### src/rtl/fpu_ss_pkg.sv
// Shared types for the coprocessor memory responder: id width, access size
// encoding and the per-request metadata carried until the response returns.
package fpu_ss_pkg;

    localparam int X_ID_WIDTH = 4;

    typedef enum logic [1:0] {
        MEM_SIZE_BYTE    = 2'd0,
        MEM_SIZE_HALF    = 2'd1,
        MEM_SIZE_WORD    = 2'd2,
        MEM_SIZE_ILLEGAL = 2'd3
    } mem_size_e;

    typedef struct packed {
        logic [X_ID_WIDTH-1:0] id;
        logic                  local_err;
    } mem_resp_meta_t;

    function automatic logic is_misaligned(input logic [1:0] addr_lo, input mem_size_e size);
        case (size)
            MEM_SIZE_BYTE: return 1'b0;
            MEM_SIZE_HALF: return addr_lo[0];
            MEM_SIZE_WORD: return addr_lo != 2'b00;
            default:       return 1'b1;
        endcase
    endfunction

endpackage

### src/rtl/xif_mem_responder_if.sv
// Coprocessor memory request/result bundle and the OBI data-bus bundle.
interface xif_mem_if import fpu_ss_pkg::*; ();
    logic                  x_mem_valid_i;
    logic                  x_mem_ready_o;
    logic [X_ID_WIDTH-1:0] x_mem_req_id_i;
    logic [31:0]           x_mem_req_addr_i;
    logic [31:0]           x_mem_req_wdata_i;
    logic                  x_mem_req_we_i;
    logic [1:0]            x_mem_req_size_i;
    logic                  x_mem_result_valid_o;
    logic [X_ID_WIDTH-1:0] x_mem_result_id_o;
    logic [31:0]           x_mem_result_rdata_o;
    logic                  x_mem_result_err_o;

    modport master (
        output x_mem_valid_i, x_mem_req_id_i, x_mem_req_addr_i, x_mem_req_wdata_i,
               x_mem_req_we_i, x_mem_req_size_i,
        input  x_mem_ready_o, x_mem_result_valid_o, x_mem_result_id_o,
               x_mem_result_rdata_o, x_mem_result_err_o
    );

    modport slave (
        input  x_mem_valid_i, x_mem_req_id_i, x_mem_req_addr_i, x_mem_req_wdata_i,
               x_mem_req_we_i, x_mem_req_size_i,
        output x_mem_ready_o, x_mem_result_valid_o, x_mem_result_id_o,
               x_mem_result_rdata_o, x_mem_result_err_o
    );
endinterface

interface obi_if ();
    logic        obi_req_o;
    logic        obi_gnt_i;
    logic [31:0] obi_addr_o;
    logic        obi_we_o;
    logic [3:0]  obi_be_o;
    logic [31:0] obi_wdata_o;
    logic        obi_rvalid_i;
    logic [31:0] obi_rdata_i;
    logic        obi_err_i;

    modport master (
        output obi_req_o, obi_addr_o, obi_we_o, obi_be_o, obi_wdata_o,
        input  obi_gnt_i, obi_rvalid_i, obi_rdata_i, obi_err_i
    );

    modport slave (
        input  obi_req_o, obi_addr_o, obi_we_o, obi_be_o, obi_wdata_o,
        output obi_gnt_i, obi_rvalid_i, obi_rdata_i, obi_err_i
    );
endinterface

### src/rtl/xif_mem_meta_fifo.sv
// In-order metadata FIFO holding {id, local_err} for every accepted request.
module xif_mem_meta_fifo import fpu_ss_pkg::*; #(
    parameter int unsigned DEPTH = 2
) (
    input  logic                         clk_i,
    input  logic                         rst_i,
    input  logic                         push_i,
    input  mem_resp_meta_t               push_data_i,
    input  logic                         pop_i,
    output logic                         full_o,
    output logic                         empty_o,
    output mem_resp_meta_t               head_o,
    output logic [$clog2(DEPTH+1)-1:0]   count_o
);

    localparam int unsigned CNT_W = $clog2(DEPTH + 1);
    localparam int unsigned PTR_W = (DEPTH > 1) ? $clog2(DEPTH) : 1;

    mem_resp_meta_t   mem [DEPTH];
    logic [PTR_W-1:0] wr_ptr;
    logic [PTR_W-1:0] rd_ptr;
    logic [CNT_W-1:0] count;
    logic             do_push;
    logic             do_pop;

    function automatic logic [PTR_W-1:0] next_ptr(input logic [PTR_W-1:0] ptr);
        return (ptr == PTR_W'(DEPTH - 1)) ? '0 : ptr + 1'b1;
    endfunction

    assign full_o  = (count == CNT_W'(DEPTH));
    assign empty_o = (count == '0);
    assign head_o  = mem[rd_ptr];
    assign count_o = count;
    assign do_push = push_i & (~full_o | pop_i);
    assign do_pop  = pop_i & ~empty_o;

    always_ff @(posedge clk_i or posedge rst_i) begin
        if (rst_i) begin
            wr_ptr <= '0;
            rd_ptr <= '0;
            count  <= '0;
        end else begin
            if (do_push) wr_ptr <= next_ptr(wr_ptr);
            if (do_pop)  rd_ptr <= next_ptr(rd_ptr);
            case ({do_push, do_pop})
                2'b10:   count <= count + 1'b1;
                2'b01:   count <= count - 1'b1;
                default: count <= count;
            endcase
        end
    end

    always_ff @(posedge clk_i) begin
        if (do_push) mem[wr_ptr] <= push_data_i;
    end

endmodule

### src/rtl/xif_mem_responder.sv
// Bridges coprocessor memory requests onto an OBI data bus and returns
// in-order results; misaligned requests complete locally with an error.
module xif_mem_responder import fpu_ss_pkg::*; #(
    parameter int unsigned MAX_OUTSTANDING = 2
) (
    input  logic     clk_i,
    input  logic     rst_i,
    xif_mem_if.slave xif,
    obi_if.master    obi
);

    localparam int unsigned CNT_W = $clog2(MAX_OUTSTANDING + 1);

    mem_size_e             size;
    logic                  misaligned;
    logic                  full;
    logic                  empty;
    logic [CNT_W-1:0]      count;
    mem_resp_meta_t        head;
    mem_resp_meta_t        push_meta;
    logic                  push;
    logic                  pop;
    logic                  resp_valid;
    logic [31:0]           resp_rdata;
    logic                  resp_err;
    logic                  skid_valid;
    logic [31:0]           skid_rdata;
    logic                  skid_err;
    logic                  skid_load;
    logic                  res_valid;
    logic [X_ID_WIDTH-1:0] res_id;
    logic [31:0]           res_rdata;
    logic                  res_err;

    assign size       = mem_size_e'(xif.x_mem_req_size_i);
    assign misaligned = is_misaligned(xif.x_mem_req_addr_i[1:0], size);

    assign obi.obi_req_o   = ~rst_i & xif.x_mem_valid_i & ~misaligned & ~full;
    assign xif.x_mem_ready_o = ~rst_i & ~full & (misaligned | obi.obi_gnt_i);
    assign obi.obi_addr_o  = {xif.x_mem_req_addr_i[31:2], 2'b00};
    assign obi.obi_we_o    = xif.x_mem_req_we_i;

    always_comb begin
        obi.obi_be_o    = 4'b0000;
        obi.obi_wdata_o = xif.x_mem_req_wdata_i;
        case (size)
            MEM_SIZE_BYTE: begin
                obi.obi_be_o    = 4'b0001 << xif.x_mem_req_addr_i[1:0];
                obi.obi_wdata_o = {4{xif.x_mem_req_wdata_i[7:0]}};
            end
            MEM_SIZE_HALF: begin
                obi.obi_be_o    = 4'b0011 << xif.x_mem_req_addr_i[1:0];
                obi.obi_wdata_o = {2{xif.x_mem_req_wdata_i[15:0]}};
            end
            MEM_SIZE_WORD: obi.obi_be_o = 4'b1111;
            default:       obi.obi_be_o = 4'b0000;
        endcase
    end

    assign push                = xif.x_mem_valid_i & xif.x_mem_ready_o;
    assign push_meta.id        = xif.x_mem_req_id_i;
    assign push_meta.local_err = misaligned;

    xif_mem_meta_fifo #(.DEPTH(MAX_OUTSTANDING)) u_meta_fifo (
        .clk_i       (clk_i),
        .rst_i       (rst_i),
        .push_i      (push),
        .push_data_i (push_meta),
        .pop_i       (pop),
        .full_o      (full),
        .empty_o     (empty),
        .head_o      (head),
        .count_o     (count)
    );

    // A bus response that lands while a local-error head is retiring (or while
    // an earlier parked response is being consumed) belongs to a younger entry;
    // park it for one cycle instead of dropping it.
    assign resp_valid = skid_valid | obi.obi_rvalid_i;
    assign resp_rdata = skid_valid ? skid_rdata : obi.obi_rdata_i;
    assign resp_err   = skid_valid ? skid_err   : obi.obi_err_i;
    assign pop        = ~empty & (head.local_err | resp_valid);
    assign skid_load  = pop & obi.obi_rvalid_i & (count > CNT_W'(1))
                      & (head.local_err | skid_valid);

    always_ff @(posedge clk_i or posedge rst_i) begin
        if (rst_i) begin
            skid_valid <= 1'b0;
            skid_rdata <= '0;
            skid_err   <= 1'b0;
        end else if (skid_load) begin
            skid_valid <= 1'b1;
            skid_rdata <= obi.obi_rdata_i;
            skid_err   <= obi.obi_err_i;
        end else if (pop & ~head.local_err) begin
            skid_valid <= 1'b0;
        end
    end

    always_ff @(posedge clk_i or posedge rst_i) begin
        if (rst_i) begin
            res_valid <= 1'b0;
            res_id    <= '0;
            res_rdata <= '0;
            res_err   <= 1'b0;
        end else begin
            res_valid <= pop;
            if (pop) begin
                res_id    <= head.id;
                res_rdata <= head.local_err ? '0 : resp_rdata;
                res_err   <= head.local_err | resp_err;
            end
        end
    end

    assign xif.x_mem_result_valid_o = res_valid;
    assign xif.x_mem_result_id_o    = res_id;
    assign xif.x_mem_result_rdata_o = res_rdata;
    assign xif.x_mem_result_err_o   = res_err;

    stray_rvalid_a: assert property (@(posedge clk_i) disable iff (rst_i)
        obi.obi_rvalid_i |-> !empty)
        else $warning("xif_mem_responder: obi response with nothing outstanding ignored");

    skid_overflow_a: assert property (@(posedge clk_i) disable iff (rst_i)
        !(skid_valid && head.local_err && skid_load))
        else $error("xif_mem_responder: parked response overwritten");

endmodule

### src/flat_wrapper.sv
// flat-port wrapper written by rule: the top's interface ports become plain ports
module xif_mem_responder_flat import fpu_ss_pkg::*;
#(
    parameter int unsigned MAX_OUTSTANDING = 2
)
  (clk_i, rst_i, xif_x_mem_valid_i, xif_x_mem_req_id_i, xif_x_mem_req_addr_i, xif_x_mem_req_wdata_i, xif_x_mem_req_we_i, xif_x_mem_req_size_i, xif_x_mem_ready_o, xif_x_mem_result_valid_o, xif_x_mem_result_id_o, xif_x_mem_result_rdata_o, xif_x_mem_result_err_o, obi_obi_req_o, obi_obi_addr_o, obi_obi_we_o, obi_obi_be_o, obi_obi_wdata_o, obi_obi_gnt_i, obi_obi_rvalid_i, obi_obi_rdata_i, obi_obi_err_i);
  xif_mem_if xif_i ();
  obi_if obi_i ();
  input  logic clk_i;
  input  logic rst_i;
  input wire logic [$bits(xif_i.x_mem_valid_i)-1:0] xif_x_mem_valid_i;
  input wire logic [$bits(xif_i.x_mem_req_id_i)-1:0] xif_x_mem_req_id_i;
  input wire logic [$bits(xif_i.x_mem_req_addr_i)-1:0] xif_x_mem_req_addr_i;
  input wire logic [$bits(xif_i.x_mem_req_wdata_i)-1:0] xif_x_mem_req_wdata_i;
  input wire logic [$bits(xif_i.x_mem_req_we_i)-1:0] xif_x_mem_req_we_i;
  input wire logic [$bits(xif_i.x_mem_req_size_i)-1:0] xif_x_mem_req_size_i;
  output wire logic [$bits(xif_i.x_mem_ready_o)-1:0] xif_x_mem_ready_o;
  output wire logic [$bits(xif_i.x_mem_result_valid_o)-1:0] xif_x_mem_result_valid_o;
  output wire logic [$bits(xif_i.x_mem_result_id_o)-1:0] xif_x_mem_result_id_o;
  output wire logic [$bits(xif_i.x_mem_result_rdata_o)-1:0] xif_x_mem_result_rdata_o;
  output wire logic [$bits(xif_i.x_mem_result_err_o)-1:0] xif_x_mem_result_err_o;
  output wire logic [$bits(obi_i.obi_req_o)-1:0] obi_obi_req_o;
  output wire logic [$bits(obi_i.obi_addr_o)-1:0] obi_obi_addr_o;
  output wire logic [$bits(obi_i.obi_we_o)-1:0] obi_obi_we_o;
  output wire logic [$bits(obi_i.obi_be_o)-1:0] obi_obi_be_o;
  output wire logic [$bits(obi_i.obi_wdata_o)-1:0] obi_obi_wdata_o;
  input wire logic [$bits(obi_i.obi_gnt_i)-1:0] obi_obi_gnt_i;
  input wire logic [$bits(obi_i.obi_rvalid_i)-1:0] obi_obi_rvalid_i;
  input wire logic [$bits(obi_i.obi_rdata_i)-1:0] obi_obi_rdata_i;
  input wire logic [$bits(obi_i.obi_err_i)-1:0] obi_obi_err_i;
  assign xif_i.x_mem_valid_i = xif_x_mem_valid_i;
  assign xif_i.x_mem_req_id_i = xif_x_mem_req_id_i;
  assign xif_i.x_mem_req_addr_i = xif_x_mem_req_addr_i;
  assign xif_i.x_mem_req_wdata_i = xif_x_mem_req_wdata_i;
  assign xif_i.x_mem_req_we_i = xif_x_mem_req_we_i;
  assign xif_i.x_mem_req_size_i = xif_x_mem_req_size_i;
  assign xif_x_mem_ready_o = xif_i.x_mem_ready_o;
  assign xif_x_mem_result_valid_o = xif_i.x_mem_result_valid_o;
  assign xif_x_mem_result_id_o = xif_i.x_mem_result_id_o;
  assign xif_x_mem_result_rdata_o = xif_i.x_mem_result_rdata_o;
  assign xif_x_mem_result_err_o = xif_i.x_mem_result_err_o;
  assign obi_obi_req_o = obi_i.obi_req_o;
  assign obi_obi_addr_o = obi_i.obi_addr_o;
  assign obi_obi_we_o = obi_i.obi_we_o;
  assign obi_obi_be_o = obi_i.obi_be_o;
  assign obi_obi_wdata_o = obi_i.obi_wdata_o;
  assign obi_i.obi_gnt_i = obi_obi_gnt_i;
  assign obi_i.obi_rvalid_i = obi_obi_rvalid_i;
  assign obi_i.obi_rdata_i = obi_obi_rdata_i;
  assign obi_i.obi_err_i = obi_obi_err_i;
  xif_mem_responder #(.MAX_OUTSTANDING(MAX_OUTSTANDING)) u_core (.clk_i(clk_i), .rst_i(rst_i), .xif(xif_i), .obi(obi_i));
endmodule
### config.mk
export PLATFORM = sky130hd
export DESIGN_NAME = xif_mem_responder_flat
export DESIGN_NICKNAME = d
export VERILOG_FILES = /design/src/rtl/fpu_ss_pkg.sv /design/src/rtl/xif_mem_responder_if.sv /design/src/rtl/xif_mem_meta_fifo.sv /design/src/rtl/xif_mem_responder.sv /design/src/flat_wrapper.sv
export SDC_FILE = /design/constraint.sdc
export NUM_CORES = 1
export LEC_CHECK = 0
export ABC_CLOCK_PERIOD_IN_PS = 2750
export CORE_ASPECT_RATIO = 1.75
export CORE_MARGIN = 2
export CORE_UTILIZATION = 35
export CTS_CLUSTER_DIAMETER = 100
export DETAILED_ROUTE_END_ITERATION = 6
export GPL_TIMING_DRIVEN = 0
export MAX_ROUTING_LAYER = met4
export PLACE_DENSITY = 0.71
export SLEW_MARGIN = 20
export SYNTH_ARGS = -nofsm -noshare
export SYNTH_HDL_FRONTEND = slang
export SYNTH_SLANG_ARGS = --single-unit
### constraint.sdc
create_clock -name clk_i -period 2.75 [get_ports clk_i]
set_input_delay 0.55 -clock clk_i [delete_from_list [all_inputs] [get_ports clk_i]]
set_output_delay 0.55 -clock clk_i [all_outputs]
set_load 0.03 [all_outputs]
======== Yosys cells after proc, flatten, opt, wreduce, memory -nomap -nowiden ========
Memories as Yosys holds them, arrays and structs flattened.
Index checks and enable logic that the tools add are counted.
operators by class
  reductions and logical operators ........ 5
  multiplexer cells ....................... 13
  $add $sub $neg .......................... 4
  shift operators ......................... 2
  equality and inequality tests ........... 5
  bitwise logic cells ..................... 24
  magnitude comparators ................... 1
operators by type and width
  cell                   number
  $mux W32               2
  $pmux W32 S2           1
  $and A1 B1 Y1          13
  $pmux W4 S3            1
  $mux W1                7
  $eq A2 B2 Y1 const B   3
  $or A1 B1 Y1           6
  $reduce_bool A2 Y1     3
  $not A1 Y1             5
  $eq A2 B1 Y1 const B   2
  $logic_not A2 Y1       2
  $pmux W2 S2            1
  $shl A1 B2 Y4 const A  1
  $shl A2 B2 Y4 const A  1
  $pmux W1 S3            1
  $add A1 B1 Y1 const B  2
  $add A2 B1 Y2 const B  1
  $gt A2 B1 Y1 const B   1
  $sub A2 B1 Y2 const B  1
storage, ports and cells
  bits in registers ....................... 76
  logic and storage cells ................. 65
  input bits .............................. 109
  memory bits (writable) .................. 10
  memories kept ........................... 1
memory list
  memory                  words  width  read ports  clocked after memory_dff  wr ports  RTL line                 RTL
  u_core.u_meta_fifo.mem  2      5      1           0                         1         xif_mem_meta_fifo.sv:19  mem_resp_meta_t mem [DEPTH];

======== Logic depth before layout (Yosys ltp) ========
  depth after elaboration ................. 8
  mapped depth ............................ 8
  mapped depth without buffers ............ 7

======== By module ========
Synthesis repeated with hierarchy kept, for this count alone.
second synthesis, totals
  cell total of the unflattened synthesis .. 382
  area, all modules ....................... 4556.9 µm²
modules (own cells, without submodules)
  module             times used  cells each  seq. area each (µm²)  area each (µm²)
  xif_mem_responder  1           346         1801.7                3973.8
  xif_mem_meta_fifo  1           36          400.4                 583.1

======== Worst setup path after synthesis ========
Ideal clock, no wire load.
  path type ............................... input to output
  start ................................... input xif_x_mem_req_size_i[0]
  end ..................................... output obi_obi_wdata_o[24]
  data arrival time ....................... 2.008 ns
  data required time ...................... 2.200 ns
  path slack .............................. 0.192 ns
  stages .................................. 4
  cell sequence ........................... clkbuf_1 -> buf_1 -> mux2i_1 -> o21ai_0
on the way
  cells in the longest elaborated chain, start to end .. 2
  elaborated cells on any way between the ends .. 3
  those cells by class .................... eq/ne (1); mux (1); reduce/logical (1)
RTL lines
  element                                           RTL line                 RTL
  start, declared                                   flat_wrapper.sv:16       input wire logic [$bits(xif_i.x_mem_req_size_i)-1:0] xif_x_mem_req_size_i;
  $eq A2 B1 Y1 or $logic_not A2 Y1 (tied branches)  xif_mem_responder.sv:46  case (size)
  $pmux W32 S2 *                                    xif_mem_responder.sv:46
  end, declared                                     flat_wrapper.sv:26       output wire logic [$bits(obi_i.obi_wdata_o)-1:0] obi_obi_wdata_o;
Mark *: on every way between the ends. The rest lies on a longest branch, timed or not.

======== Worst setup path in the final report ========
  start ................................... input xif_x_mem_req_addr_i[0]
  end ..................................... output obi_obi_be_o[2]
on the way
  cells in the longest elaborated chain, start to end .. 2
  elaborated cells on any way between the ends .. 3
  those cells by class .................... shift (2); mux (1)
RTL lines
  element                                         RTL line                                          RTL
  start, declared                                 flat_wrapper.sv:13                                input wire logic [$bits(xif_i.x_mem_req_addr_i)-1:0] xif_x_mem_req_addr_i;
  $shl A2 B2 Y4 or $shl A1 B2 Y4 (tied branches)  xif_mem_responder.sv:52, xif_mem_responder.sv:48
  $pmux W4 S3 *                                   xif_mem_responder.sv:46
  end, declared                                   flat_wrapper.sv:25                                output wire logic [$bits(obi_i.obi_be_o)-1:0] obi_obi_be_o;
Marks and branches as above.

==> results.tsv <==
stage	metric	value	unit
power	share of total power in the clock network	18.9	%
synth	top-area cell type share of the netlist area	42.3	%
critical_path	R2R Path End	u_core.u_meta_fifo.count_o[1]	
grt	Overall Global Routing Usage	19.4	%
power	PwrDens	980	nW/um^2
place	worst slack at placement	-0.802	ns
power	Seq pwr share	32.5	%
timing	Final min period	2.63	ns
critical_path	critical path depth in cells	5	
cts	hold buffers post-CTS	0	
critical_path	startpoint types	input port	
critical_path	R2R depth	8	
power	Sw Ratio	36.9	%
place	gpl congestion	0.798	
cts	CTS tree	built	
power	Psw	0.00250	W
critical_path	Worst Path Max Fanout	8	
critical_path	FF-to-FF setup slack	0.74	ns
timing	achievable frequency	380	MHz
place	number of port buffers	183	
grt	global-route wire length before repair	20100	microns
grt	largest net degree at the start of global routing	60	
synth	Yosys cell types	35	
critical_path	WP data arrival	2.08	ns
synth	most frequent cell after synthesis	dfrtp_1	
synth	Avg Inst Size Synth	13.2	sq um
flow_run	MaxCap Viol Count	0	
worst_hold_path	Tightest Hold Check Type	reg -> reg	
place	Post-DP HPWL	10200	microns
synth	ys async rst share	88.4	%
critical_path	crit path cell chain	clkdlybuf4s50_1 -> nand2_1 -> mux2_2 -> o21ai_0 -> dlygate4sd2_1	
routing	WL per Instance	18.1	microns
routing	DR vias	3414	
timing	worst slew pin tran	0.788	ns
floorplanning	# rows	54	
critical_path	WS Path Type	in -> out	
synth	Syn Inst Count	342	
routing	Via density	4.77	
synth	sequential cell area fraction in the yosys report	48.9	%
routing	DR DRC count	0	
critical_path	crit-path max cell delay	0.60	ns
cts	CTS Sinks	86	
worst_hold_path	worst hold path endpoint	u_core.xif.x_mem_result_rdata_o[28]	
cells_and_area	Sequential Area	2200	sq um
timing	Hold Fails Final Rpt	0	
grt	antenna violations before repair	2	
timing	Slew Viols, Final	0	
synth	Area contributors post-synth	dfrtp_1, mux2_4, mux2i_1, mux2_2, buf_4	
power	Pint	0.00428	W
critical_path	Top Family by Delay on Critical Path	buffers and inverters	
synth	Post-Syn Area	4500	sq um
grt	grt total ovfl	0	
cts	Num CTS Buffers	9	
synth	top_reg_cell synth	dfrtp_1	
floorplanning	total core area	12500	sq um
routing	TritonRoute pass-1 iters	4	
critical_path	RR Startpoint	u_core.u_meta_fifo.rd_ptr	
routing	post-route ant nets	0	
routing	DRT Wirelength	12900	microns
run_status	status	complete, no violations	
timing	final worst slack	0.118	ns
cells_and_area	final net count	653	
floorplanning	Starting Density	36.0	%
cells_and_area	share of post-route cells with drive strength above 1	27.2	%
power	Leakage Power	3.04	nW
cts	CTS H-Tree Depth	3	
critical_path	worst path buffer plus inverter count	2	
cts	root buf cell	clkbuf_16	
cells_and_area	FILL cells	1082	
power	VDD IR max	0.309	mV
floorplanning	I/O pin cnt	218	
worst_hold_path	hold depth	1	
timing	unrepaired setup endpoints after global routing	no	
worst_hold_path	hold path startpoint	u_core.xif.x_mem_result_rdata_o[28]	
cells_and_area	synth-to-layout area growth	53.6	%
critical_path	slowest CP cell	clkdlybuf4s50_1	
cells_and_area	Multi-input gate area	1810	sq um
synth	yosys warns	0	
cts	CTS Buffer Depth	2	
synth	Synth top cells by count	dfrtp_1, mux2i_1, buf_4	
timing	Slew headroom	47.5	%
floorplanning	die area	13800	sq um
floorplanning	Die W	89.7	microns
critical_path	Worst Path Required	2.20	ns
cts	clk slew on worst S/H paths	0.06	ns
timing	final worst-path cycle share	95.7	%
power	Tot Pwr	0.00678	W
synth	EDFF count, synth	10	
cts	clk_lat worst skew	0.34	ns
timing	final setup vio count	0	
timing	clock skew	0.00809	ns
synth	synthesis-stage register bit count	86	
power	combinational share of power	48.5	%
grt	vias in the first global route	3686	
synth	Yosys top cell by area	dfrtp_1	
cells_and_area	final core utilization	55.3	%
floorplanning	Die Ht	154	microns
critical_path	crit end category	primary output	
routing	detailed router's first-iteration violation count	64	
## power by group through the flow
| stage | combinational (W) | clock [W] | sequential, W |
|---|---|---|---|
| after floorplan | 0.00162 | 0 | 0.00272 |
| after global placement | 0.00329 | 0 | 0.00219 |
| after detailed placement | 0.00334 | 0 | 0.00222 |
| after CTS | 0.00334 | 0.00132 | 0.00220 |
| after global routing | 0.00349 | 0.00136 | 0.00227 |
| final | 0.00329 | 0.00128 | 0.00220 |
## through the flow
stage	cell area (sq um)	instances	setup TNS (ns)	hold WS (ns)
6_report	6910	715	0	0.487
5_1_grt	6910	715	0	0.500
4_1_cts	6910	713	0	0.492
3_5_place_dp	6580	695	-15.55	0.473
3_3_place_gp	6550	694	-93.62	0.472
2_1_floorplan	4500	343	0	0.464
## worst max path at each step
stage	from	endpoint	slack, ns
after floorplan	xif_x_mem_req_size_i[0]	obi_obi_wdata_o[24]	0.19
after global placement	rst_i	u_core.xif.x_mem_result_rdata_o[22]	-1.04
after detailed placement	xif_x_mem_req_size_i[1]	obi_obi_wdata_o[29]	-0.80
after CTS	xif_x_mem_req_size_i[1]	obi_obi_wdata_o[25]	0.0001
after global routing	xif_x_mem_req_addr_i[0]	obi_obi_req_o	0.007
final	xif_x_mem_req_addr_i[0]	obi_obi_be_o[2]	0.12
## kinds of logic after synthesis
family | count (synthesis) | share of synthesized area (%)
AOI/OAI and AO/OA | 53 | 9.32
and+or+nand+nor | 20 | 2.03
buffers and inverters | 72 | 11.0
other | 1 | 0.0833
adders and majority gates | 4 | 1.11
xor gates and xnor gates | 4 | 0.779
DFF | 86 | 48.9
muxes | 102 | 26.8
## worst reg2reg max path, delay by kind of cell, from the launching register on
family          cells  cell delay [ns]
compound gates      2             0.23
mux                 1             0.28
fa+ha+maj           1             0.40
flops               1             0.34
simple gates        1             0.07
buf+inv             3             0.58
## timing repair
item | in CTS | in global routing
pin swaps | 0 | 0
gates cloned | 0 | 0
gates resized for setup | 71 | 6
endpoints found under the setup margin | 30 | 22
setup buffers | 2 | 0
hold endpoints to repair | 0 | 0
## layout by cell type, fill, tap and decap left out, types with 2 or more instances in the layout
master and count:
clkbuf_2 2, nor2_1 3, mux2_2 30, buf_12 3, inv_1 7, o21ai_0 11, clkinv_4 2, clkdlybuf4s15_2 7
buf_6 2, clkdlybuf4s50_1 152, buf_4 44, clkbuf_1 5, nand2_1 11, buf_2 8, buf_1 3, conb_1 2
dfrtp_1 76, dlygate4sd2_1 18, mux2i_1 43, xnor2_1 4, diode_2 2, ha_1 4, mux2_4 29, edfxtp_1 10
clkbuf_16 10, o2bb2ai_1 32
## layout make-up
cell class	instances	share of cell area, %
clock buffers	10	3.62
repair buffers	186	26.7
flip-flops and latches	86	31.9
diodes	2	0.0724
inverters	9	0.525
clock inverters	6	1.09
multi-input cells	185	26.2
plain buffers	63	6.81
well taps	168	3.04
## routing by layer
layer	GRT usage, %	part of all wire (%)
met4	7.03	1.9
met2	32.4	50
met5	-	0
met1	23.2	41
met3	4.16	6.4
## flip-flops by register name, indices dropped and copies added (netlist names)
name / cells
u_core.xif.x_mem_result_rdata_o: 32
u_core.skid_valid: 1
u_core.xif.x_mem_result_valid_o: 1
u_core.u_meta_fifo.mem: 10
u_core.xif.x_mem_result_id_o: 4
u_core.u_meta_fifo.wr_ptr: 1
u_core.xif.x_mem_result_err_o: 1
u_core.u_meta_fifo.rd_ptr: 1
u_core.skid_rdata: 32
u_core.u_meta_fifo.count_o: 2
u_core.skid_err: 1
Note: power is estimated with default switching activity, not from simulation.
